### config.mk
export PLATFORM = sky130hd
export DESIGN_NAME = stage_execute
export DESIGN_NICKNAME = d
export VERILOG_FILES = /design/src/rtl/stage_execute.sv
export SDC_FILE = /design/constraint.sdc
export NUM_CORES = 2
export LEC_CHECK = 0
export BUFFER_PORTS_ARGS = -buffer_cell sky130_fd_sc_hd__buf_2
export CORE_MARGIN = 2
export CORE_UTILIZATION = 55
export DETAILED_ROUTE_END_ITERATION = 7
export PLACE_DENSITY_LB_ADDON = 0.15
export SYNTH_ARGS = -nofsm -noshare
export SYNTH_HDL_FRONTEND = slang
export SYNTH_SLANG_ARGS = --single-unit
### constraint.sdc
create_clock -name clk -period 17.54 [get_ports clk]
set_input_delay 4.385 -clock clk [delete_from_list [all_inputs] [get_ports clk]]
set_output_delay 4.385 -clock clk [all_outputs]
set_load 0.1 [all_outputs]
### src/rtl/stage_execute.sv
// stage_execute: execute stage of the RV32IM pipeline.
// Selects forwarded operands, computes ALU / MUL results in one cycle, runs a
// 32-step restoring divider for DIV/DIVU/REM/REMU, resolves branches and jumps
// and registers the result towards the memory stage.
//
// Ports
//   clk, rst                    core clock, synchronous active-high reset
//   decode_*                    instruction fields from the decode register
//   forward_a_sel/_b_sel        00/11 regfile, 01 wb_write_data, 10 mem_alu_result
//   mem_alu_result, wb_write_data  forwarding sources
//   flush                       squash the instruction currently in execute
//   stall                       hold fetch/decode while a divide is running
//   pc_src, pc_target           fetch redirect (combinational)
//   execute_*                   registered outputs to the memory stage
//
// Divider FSM
//   state  | meaning
//   IDLE   | no divide in flight; single-cycle ops pass straight through
//   DIV    | one restoring step per cycle, 32 cycles, upstream stalled
//   DONE   | sign fix applied, divide result registers at this edge
module stage_execute #(
  parameter int XLEN      = 32,
  parameter int DIV_STEPS = 32
) (
  input  logic            clk,
  input  logic            rst,
  input  logic            decode_valid,
  input  logic [XLEN-1:0] decode_rs1_data,
  input  logic [XLEN-1:0] decode_rs2_data,
  input  logic [XLEN-1:0] decode_imm,
  input  logic [XLEN-1:0] decode_instr_addr,
  input  logic [XLEN-1:0] decode_instr_addr_plus,
  input  logic [4:0]      decode_rd,
  input  logic            decode_regfile_wr_enable,
  input  logic            decode_datamem_wr_enable,
  input  logic [1:0]      decode_result_src,
  input  logic [2:0]      decode_funct3,
  input  logic [3:0]      decode_alu_control,
  input  logic            decode_alu_src,
  input  logic            decode_muldiv,
  input  logic            decode_branch,
  input  logic            decode_jump,
  input  logic            decode_jalr,
  input  logic [1:0]      forward_a_sel,
  input  logic [1:0]      forward_b_sel,
  input  logic [XLEN-1:0] mem_alu_result,
  input  logic [XLEN-1:0] wb_write_data,
  input  logic            flush,
  output logic            stall,
  output logic            pc_src,
  output logic [XLEN-1:0] pc_target,
  output logic [4:0]      execute_rd,
  output logic            execute_regfile_wr_enable,
  output logic            execute_datamem_wr_enable,
  output logic [XLEN-1:0] execute_alu_result,
  output logic [XLEN-1:0] execute_wr_datamem_data,
  output logic [XLEN-1:0] execute_instr_addr_plus,
  output logic [1:0]      execute_result_src,
  output logic [2:0]      execute_funct3
);

  typedef enum logic [1:0] {S_IDLE, S_DIV, S_DONE} state_t;

  state_t state_q, state_d;

  logic [XLEN-1:0] fa, fb, op_a, op_b;
  logic [XLEN-1:0] alu_res, mul_res, single_res, div_res, result_d;
  logic [63:0]     mul_p;
  logic            mul_a_s, mul_b_s;
  logic            taken, is_div, start, bubble;

  // divider datapath; dvd_q shifts the dividend out and the quotient in
  logic [4:0]      count_q;
  logic [XLEN-1:0] dvd_q, rem_q, dsr_q;
  logic            q_neg_q, r_neg_q, div0_q, ovf_q, sel_rem_q;
  logic [XLEN:0]   rem_sh;
  logic            step_ge;
  logic [XLEN-1:0] rem_nxt, q_fix, r_fix;
  logic            div_signed, a_neg, b_neg;

  always_comb begin
    case (forward_a_sel)
      2'b01:   fa = wb_write_data;
      2'b10:   fa = mem_alu_result;
      default: fa = decode_rs1_data;
    endcase
    case (forward_b_sel)
      2'b01:   fb = wb_write_data;
      2'b10:   fb = mem_alu_result;
      default: fb = decode_rs2_data;
    endcase
  end

  assign op_a = fa;
  assign op_b = decode_alu_src ? decode_imm : fb;

  always_comb begin
    case (decode_alu_control)
      4'd0:    alu_res = op_a + op_b;
      4'd1:    alu_res = op_a - op_b;
      4'd2:    alu_res = op_a << op_b[4:0];
      4'd3:    alu_res = {31'b0, $signed(op_a) < $signed(op_b)};
      4'd4:    alu_res = {31'b0, op_a < op_b};
      4'd5:    alu_res = op_a ^ op_b;
      4'd6:    alu_res = op_a >> op_b[4:0];
      4'd7:    alu_res = $unsigned($signed(op_a) >>> op_b[4:0]);
      4'd8:    alu_res = op_a | op_b;
      4'd9:    alu_res = op_a & op_b;
      4'd10:   alu_res = op_b;
      4'd11:   alu_res = decode_instr_addr + op_b;
      default: alu_res = '0;
    endcase
  end

  // 64-bit product of sign- or zero-extended operands; the low 64 bits of the
  // unsigned product equal the signed product modulo 2^64.
  assign mul_a_s = op_a[31] & (decode_funct3[1:0] == 2'b01 || decode_funct3[1:0] == 2'b10);
  assign mul_b_s = op_b[31] & (decode_funct3[1:0] == 2'b01);
  assign mul_p   = {{32{mul_a_s}}, op_a} * {{32{mul_b_s}}, op_b};
  assign mul_res = (decode_funct3[1:0] == 2'b00) ? mul_p[31:0] : mul_p[63:32];

  assign single_res = decode_muldiv ? mul_res : alu_res;

  always_comb begin
    case (decode_funct3)
      3'b000:  taken = (fa == fb);
      3'b001:  taken = (fa != fb);
      3'b100:  taken = ($signed(fa) < $signed(fb));
      3'b101:  taken = ($signed(fa) >= $signed(fb));
      3'b110:  taken = (fa < fb);
      3'b111:  taken = (fa >= fb);
      default: taken = 1'b0;
    endcase
  end

  assign is_div = decode_muldiv & decode_funct3[2];
  assign start  = !rst && state_q == S_IDLE && decode_valid && is_div && !flush;

  // flush beats the stall so a squashed divide releases upstream immediately
  assign stall  = start | (!rst && state_q == S_DIV && !flush);
  assign bubble = stall | flush | !decode_valid;

  assign pc_src    = !rst & decode_valid & !stall & !flush & (decode_jump | (decode_branch & taken));
  assign pc_target = decode_jalr ? ((fa + decode_imm) & ~32'd1) : (decode_instr_addr + decode_imm);

  assign div_signed = !decode_funct3[0];
  assign a_neg      = div_signed & op_a[31];
  assign b_neg      = div_signed & op_b[31];

  // remainder after each step stays below the divisor, so 32 bits hold it
  assign rem_sh  = {rem_q, dvd_q[31]};
  assign step_ge = (rem_sh >= {1'b0, dsr_q});
  assign rem_nxt = step_ge ? (rem_sh[31:0] - dsr_q) : rem_sh[31:0];

  assign q_fix = q_neg_q ? (32'd0 - dvd_q) : dvd_q;
  assign r_fix = r_neg_q ? (32'd0 - rem_q) : rem_q;

  always_comb begin
    div_res = sel_rem_q ? r_fix : q_fix;
    if (div0_q) begin
      div_res = sel_rem_q ? r_fix : 32'hFFFF_FFFF;
    end else if (ovf_q) begin
      div_res = sel_rem_q ? 32'd0 : 32'h8000_0000;
    end
  end

  always_ff @(posedge clk) begin
    if (rst) state_q <= S_IDLE;
    else     state_q <= state_d;
  end

  always_comb begin
    state_d = state_q;
    case (state_q)
      S_IDLE: if (start) state_d = S_DIV;
      S_DIV: begin
        if (flush)                                  state_d = S_IDLE;
        else if (count_q == 5'(DIV_STEPS - 1))      state_d = S_DONE;
      end
      S_DONE:  state_d = S_IDLE;
      default: state_d = S_IDLE;
    endcase
  end

  always_comb begin
    result_d = (state_q == S_DONE) ? div_res : single_res;
  end

  always_ff @(posedge clk) begin
    if (rst) begin
      count_q   <= '0;
      dvd_q     <= '0;
      rem_q     <= '0;
      dsr_q     <= '0;
      q_neg_q   <= 1'b0;
      r_neg_q   <= 1'b0;
      div0_q    <= 1'b0;
      ovf_q     <= 1'b0;
      sel_rem_q <= 1'b0;
    end else if (start) begin
      count_q   <= '0;
      dvd_q     <= a_neg ? (32'd0 - op_a) : op_a;
      dsr_q     <= b_neg ? (32'd0 - op_b) : op_b;
      rem_q     <= '0;
      q_neg_q   <= a_neg ^ b_neg;
      r_neg_q   <= a_neg;
      div0_q    <= (op_b == 32'd0);
      ovf_q     <= div_signed && op_a == 32'h8000_0000 && op_b == 32'hFFFF_FFFF;
      sel_rem_q <= decode_funct3[1];
    end else if (state_q == S_DIV) begin
      count_q <= count_q + 5'd1;
      dvd_q   <= {dvd_q[30:0], step_ge};
      rem_q   <= rem_nxt;
    end
  end

  always_ff @(posedge clk) begin
    if (rst) begin
      execute_rd                <= '0;
      execute_regfile_wr_enable <= 1'b0;
      execute_datamem_wr_enable <= 1'b0;
      execute_alu_result        <= '0;
      execute_wr_datamem_data   <= '0;
      execute_instr_addr_plus   <= '0;
      execute_result_src        <= '0;
      execute_funct3            <= '0;
    end else begin
      execute_rd                <= bubble ? 5'd0 : decode_rd;
      execute_regfile_wr_enable <= !bubble & decode_regfile_wr_enable;
      execute_datamem_wr_enable <= !bubble & decode_datamem_wr_enable;
      execute_alu_result        <= result_d;
      execute_wr_datamem_data   <= fb;
      execute_instr_addr_plus   <= decode_instr_addr_plus;
      execute_result_src        <= decode_result_src;
      execute_funct3            <= decode_funct3;
    end
  end

endmodule
==> reports/metrics.yaml <==
critical_path:
  critPathMaxStageDelay_ps: 860
  timing.setup.critical_path_class: "primary input to output pin"
  crit_required_ps: 13150
  crit_path_max_fanout: 32
  worst_setup_path_end_kind: "output pin"
  cp_data_arrival_time_ps: 11170
  critical-path-slowest-cell: "sky130_fd_sc_hd__ha_1"
  crit_chain: "buf_2, inv_1, ha_1, buf_4, a22oi_1, o21ai_4, buf_4, ha_1, a211o_1, a2111oi_2, o21ai_1, a31oi_1, o21ai_1, a21o_1, a211o_1, a311o_1, a221oi_1, xor2_1, mux2i_1, buf_2"
  worstSetupStartpointType: "primary input"
routing:
  route.detailed.drc: 23
  detail_route.wl_per_cell_um: 33.17
  first_iter_violations: 9004
  dr.pass1.iters: 8
  post_drt_via_cell_ratio: 6.678
  antenna_violating_nets_post_route: 0
  route.vias.total: 64440
  wirelength_um: 320100
logic_synthesis:
  netlist_top_cells_area: "sky130_fd_sc_hd__fa_1 35%, sky130_fd_sc_hd__ha_1 9.4%, sky130_fd_sc_hd__inv_1 7.2%"
  synth_most_common_cell: "sky130_fd_sc_hd__inv_1"
  synth-seq-area-share: 0.06762
  synth-edff-count: 0
  synth_async_sr_flop_share: 0
  syn-num-nets: 9788
  synth.ff_latch_count: 216
  yosys_warnings: 0
  post_synth_inst_count: 7925
  synth_top_flop_cell: "sky130_fd_sc_hd__dfxtp_1"
  synth_top_cell_by_area: "sky130_fd_sc_hd__fa_1"
  syn-cell-area_sq_mm: 0.06395
  synth_top_area_frac: 0.3538
  post_synth_most_frequent_cells: "1227 x sky130_fd_sc_hd__inv_1, 1149 x sky130_fd_sc_hd__nand2_1, 1130 x sky130_fd_sc_hd__fa_1, 714 x sky130_fd_sc_hd__nor2_1, 480 x sky130_fd_sc_hd__ha_1"
  yosys.cell_types.count: 91
  synth.avg_cell_area_sq_um: 8.069
die:
  number_of_standard_cell_rows_in_the_floorplan: 125
  top_level_ports: 395
  die_height_um: 345.0
  die_w_um: 345.0
  fp.dieArea_sq_mm: 0.1190
  fp.coreArea_sq_mm: 0.1157
  initial_utilization: 0.5525
sta:
  unrepaired_setup_endpoints_after_global_routing: "false"
  number_of_pins_with_negative_max_slew_slack_in_the_final_report: 17
  achievable-frequency_ghz: 0.06430
  setup_viol_count_final: 0
  setup-tns-final_ps: 0
  timing.final.crit_share: 0.8867
  slew-limit-headroom: -0.1211
  period_minus_slack_ps: 15550
  finalHoldViolations: 0
  hold-worst-slack_ps: 480.3
  worst_pin_slew_ps: 1639
  fin_skew_ps: 17.75
global_routing:
  first_pass_grt_wire_length_um: 453100
  vias_in_the_first_global_route: 63930
  grt-ovfl-total: 0
  grt_usage: 0.5359
  grt_start_max_net_pins: 94
  antenna_found_initial: 31
finish:
  net_count_final: 9948
  final_area_sq_mm: 0.06911
  finalNonFillerCells: 9650
  syn_to_layout_area_delta_pct: 8.081
  post_route_cells_drive_above_1_share: 0.09672
place:
  place_inst: 9580
  post-dp-hpwl_um: 249600
  placement.io_buffers: 394
  placed_cell_area_sq_mm: 0.06809
  gp_routability_congestion: 1.145
clock_network:
  clock_path_buffers: 3
  cts_made_buffers: 27
  cts.root.buffer_cell: "sky130_fd_sc_hd__clkbuf_16"
  post_cts_hold_buffer_count: 0
  path_clk_slew_ps: 60
  cts_num_sinks: 216
  tritoncts: "yes"
  post_cts_resized: 0
  post_cts.repair.setup_buffers: 0
  insertion_delay_ps: 650
  h_tree_lvl_count: 1
job:
  max-cap-violations: 6
outcome:
  failing_checks: "design-rule violations, max-capacitance violations, max-slew violations"
  outcome: "finished, violations left"
min_path:
  hold_path.class: "flop to flop"
## kinds of logic after synthesis
group           after synthesis  synth area share
mux                         130           0.02121
fa+ha+maj                  1610            0.4477
simple gates               2372            0.1590
xor+xnor                    318           0.04356
flops                       216           0.06762
buf+inv                    1717            0.1020
compound gates             1562            0.1590
## final timing paths
check	startpoint	endpoint	slack, ps	cells past startpoint
worst max-delay path	forward_a_sel[1]	pc_target[30]	1990	20
worst min-delay path	count_q[1]	count_q[1]	480	2
worst max register to register	dvd_q[31]	rem_q[30]	13020	14
worst min register to register	count_q[1]	count_q[1]	480	2
## layout by cell type, fill, tap and decap left out, types with 20 or more instances in the layout
master and n:
sky130_fd_sc_hd__inv_1 1225, sky130_fd_sc_hd__clkbuf_16 27, sky130_fd_sc_hd__or3_1 36, sky130_fd_sc_hd__o21bai_1 22, sky130_fd_sc_hd__nand2b_1 56, sky130_fd_sc_hd__buf_2 392
sky130_fd_sc_hd__o22ai_1 44, sky130_fd_sc_hd__nand2_1 1149, sky130_fd_sc_hd__a221o_1 38, sky130_fd_sc_hd__a22oi_1 38, sky130_fd_sc_hd__a31oi_1 52, sky130_fd_sc_hd__o21ai_0 348
sky130_fd_sc_hd__and2_1 25, sky130_fd_sc_hd__nand4_1 46, sky130_fd_sc_hd__o221ai_1 22, sky130_fd_sc_hd__dfxtp_1 216, sky130_fd_sc_hd__fa_1 1130, sky130_fd_sc_hd__buf_4 201
sky130_fd_sc_hd__a221oi_1 69, sky130_fd_sc_hd__xor2_1 117, sky130_fd_sc_hd__nand3_1 64, sky130_fd_sc_hd__ha_1 479, sky130_fd_sc_hd__o31ai_1 48, sky130_fd_sc_hd__nor2_1 710
sky130_fd_sc_hd__diode_2 20, sky130_fd_sc_hd__mux2i_1 113, sky130_fd_sc_hd__and3_1 39, sky130_fd_sc_hd__xnor2_1 201, sky130_fd_sc_hd__a311oi_1 44, sky130_fd_sc_hd__o211ai_1 46
sky130_fd_sc_hd__a21o_1 115, sky130_fd_sc_hd__a21oi_1 377, sky130_fd_sc_hd__o21a_1 45, sky130_fd_sc_hd__nor3_1 58, sky130_fd_sc_hd__a211oi_1 60, sky130_fd_sc_hd__nor2b_1 70
sky130_fd_sc_hd__o21ai_4 31
## worst max-delay path: cells and delay by family
family / cells / cell delay, ps
muxes: 1 / 170
AOI/OAI and AO/OA: 11 / 3550
xor gates and xnor gates: 1 / 160
adders and majority gates: 2 / 1280
buffers and inverters: 5 / 1550
## flip-flops by register name, summed over array words and instances, names as in the netlist, 2 cells and up
name and cells:
execute_rd 5, execute_result_src 2, execute_wr_datamem_data 32, state_q 2
execute_alu_result 32, count_q 5, execute_funct3 3, dsr_q 32
rem_q 32, execute_instr_addr_plus 32, dvd_q 32
## final cells by class
class / instances / area [sq um]
diodes: 20 / 50.05
clock buffers: 31 / 720.7
clock inverters: 19 / 247.7
fillers: 10400 / 46620
inverters: 1252 / 4700
multi-input cells: 5992 / 53640
flip-flops and latches: 216 / 4324
well taps: 1524 / 1907
repair buffers: 596 / 3522
## per-layer routing
layer	track usage	vias to the layer above	wire length, um
met5	0.006410	-	296
met4	0.4039	28	30820
met3	0.2570	1537	51650
met2	0.7299	5338	125100
met1	0.6507	31550	112200
li1	-	25990	-
## through the flow
step | setup slack, ps | utilization
floorplan | 2700 | -
global placement | 2065 | 0.5884
detailed placement | 2057 | 0.5884
CTS | 2365 | 0.5967
global route | 1858 | 0.5968
finish | 1988 | 0.5972
Power is left out: the tool's default activity adds up to more than one toggle a clock period on the data nets, which glitch-free logic cannot reach.
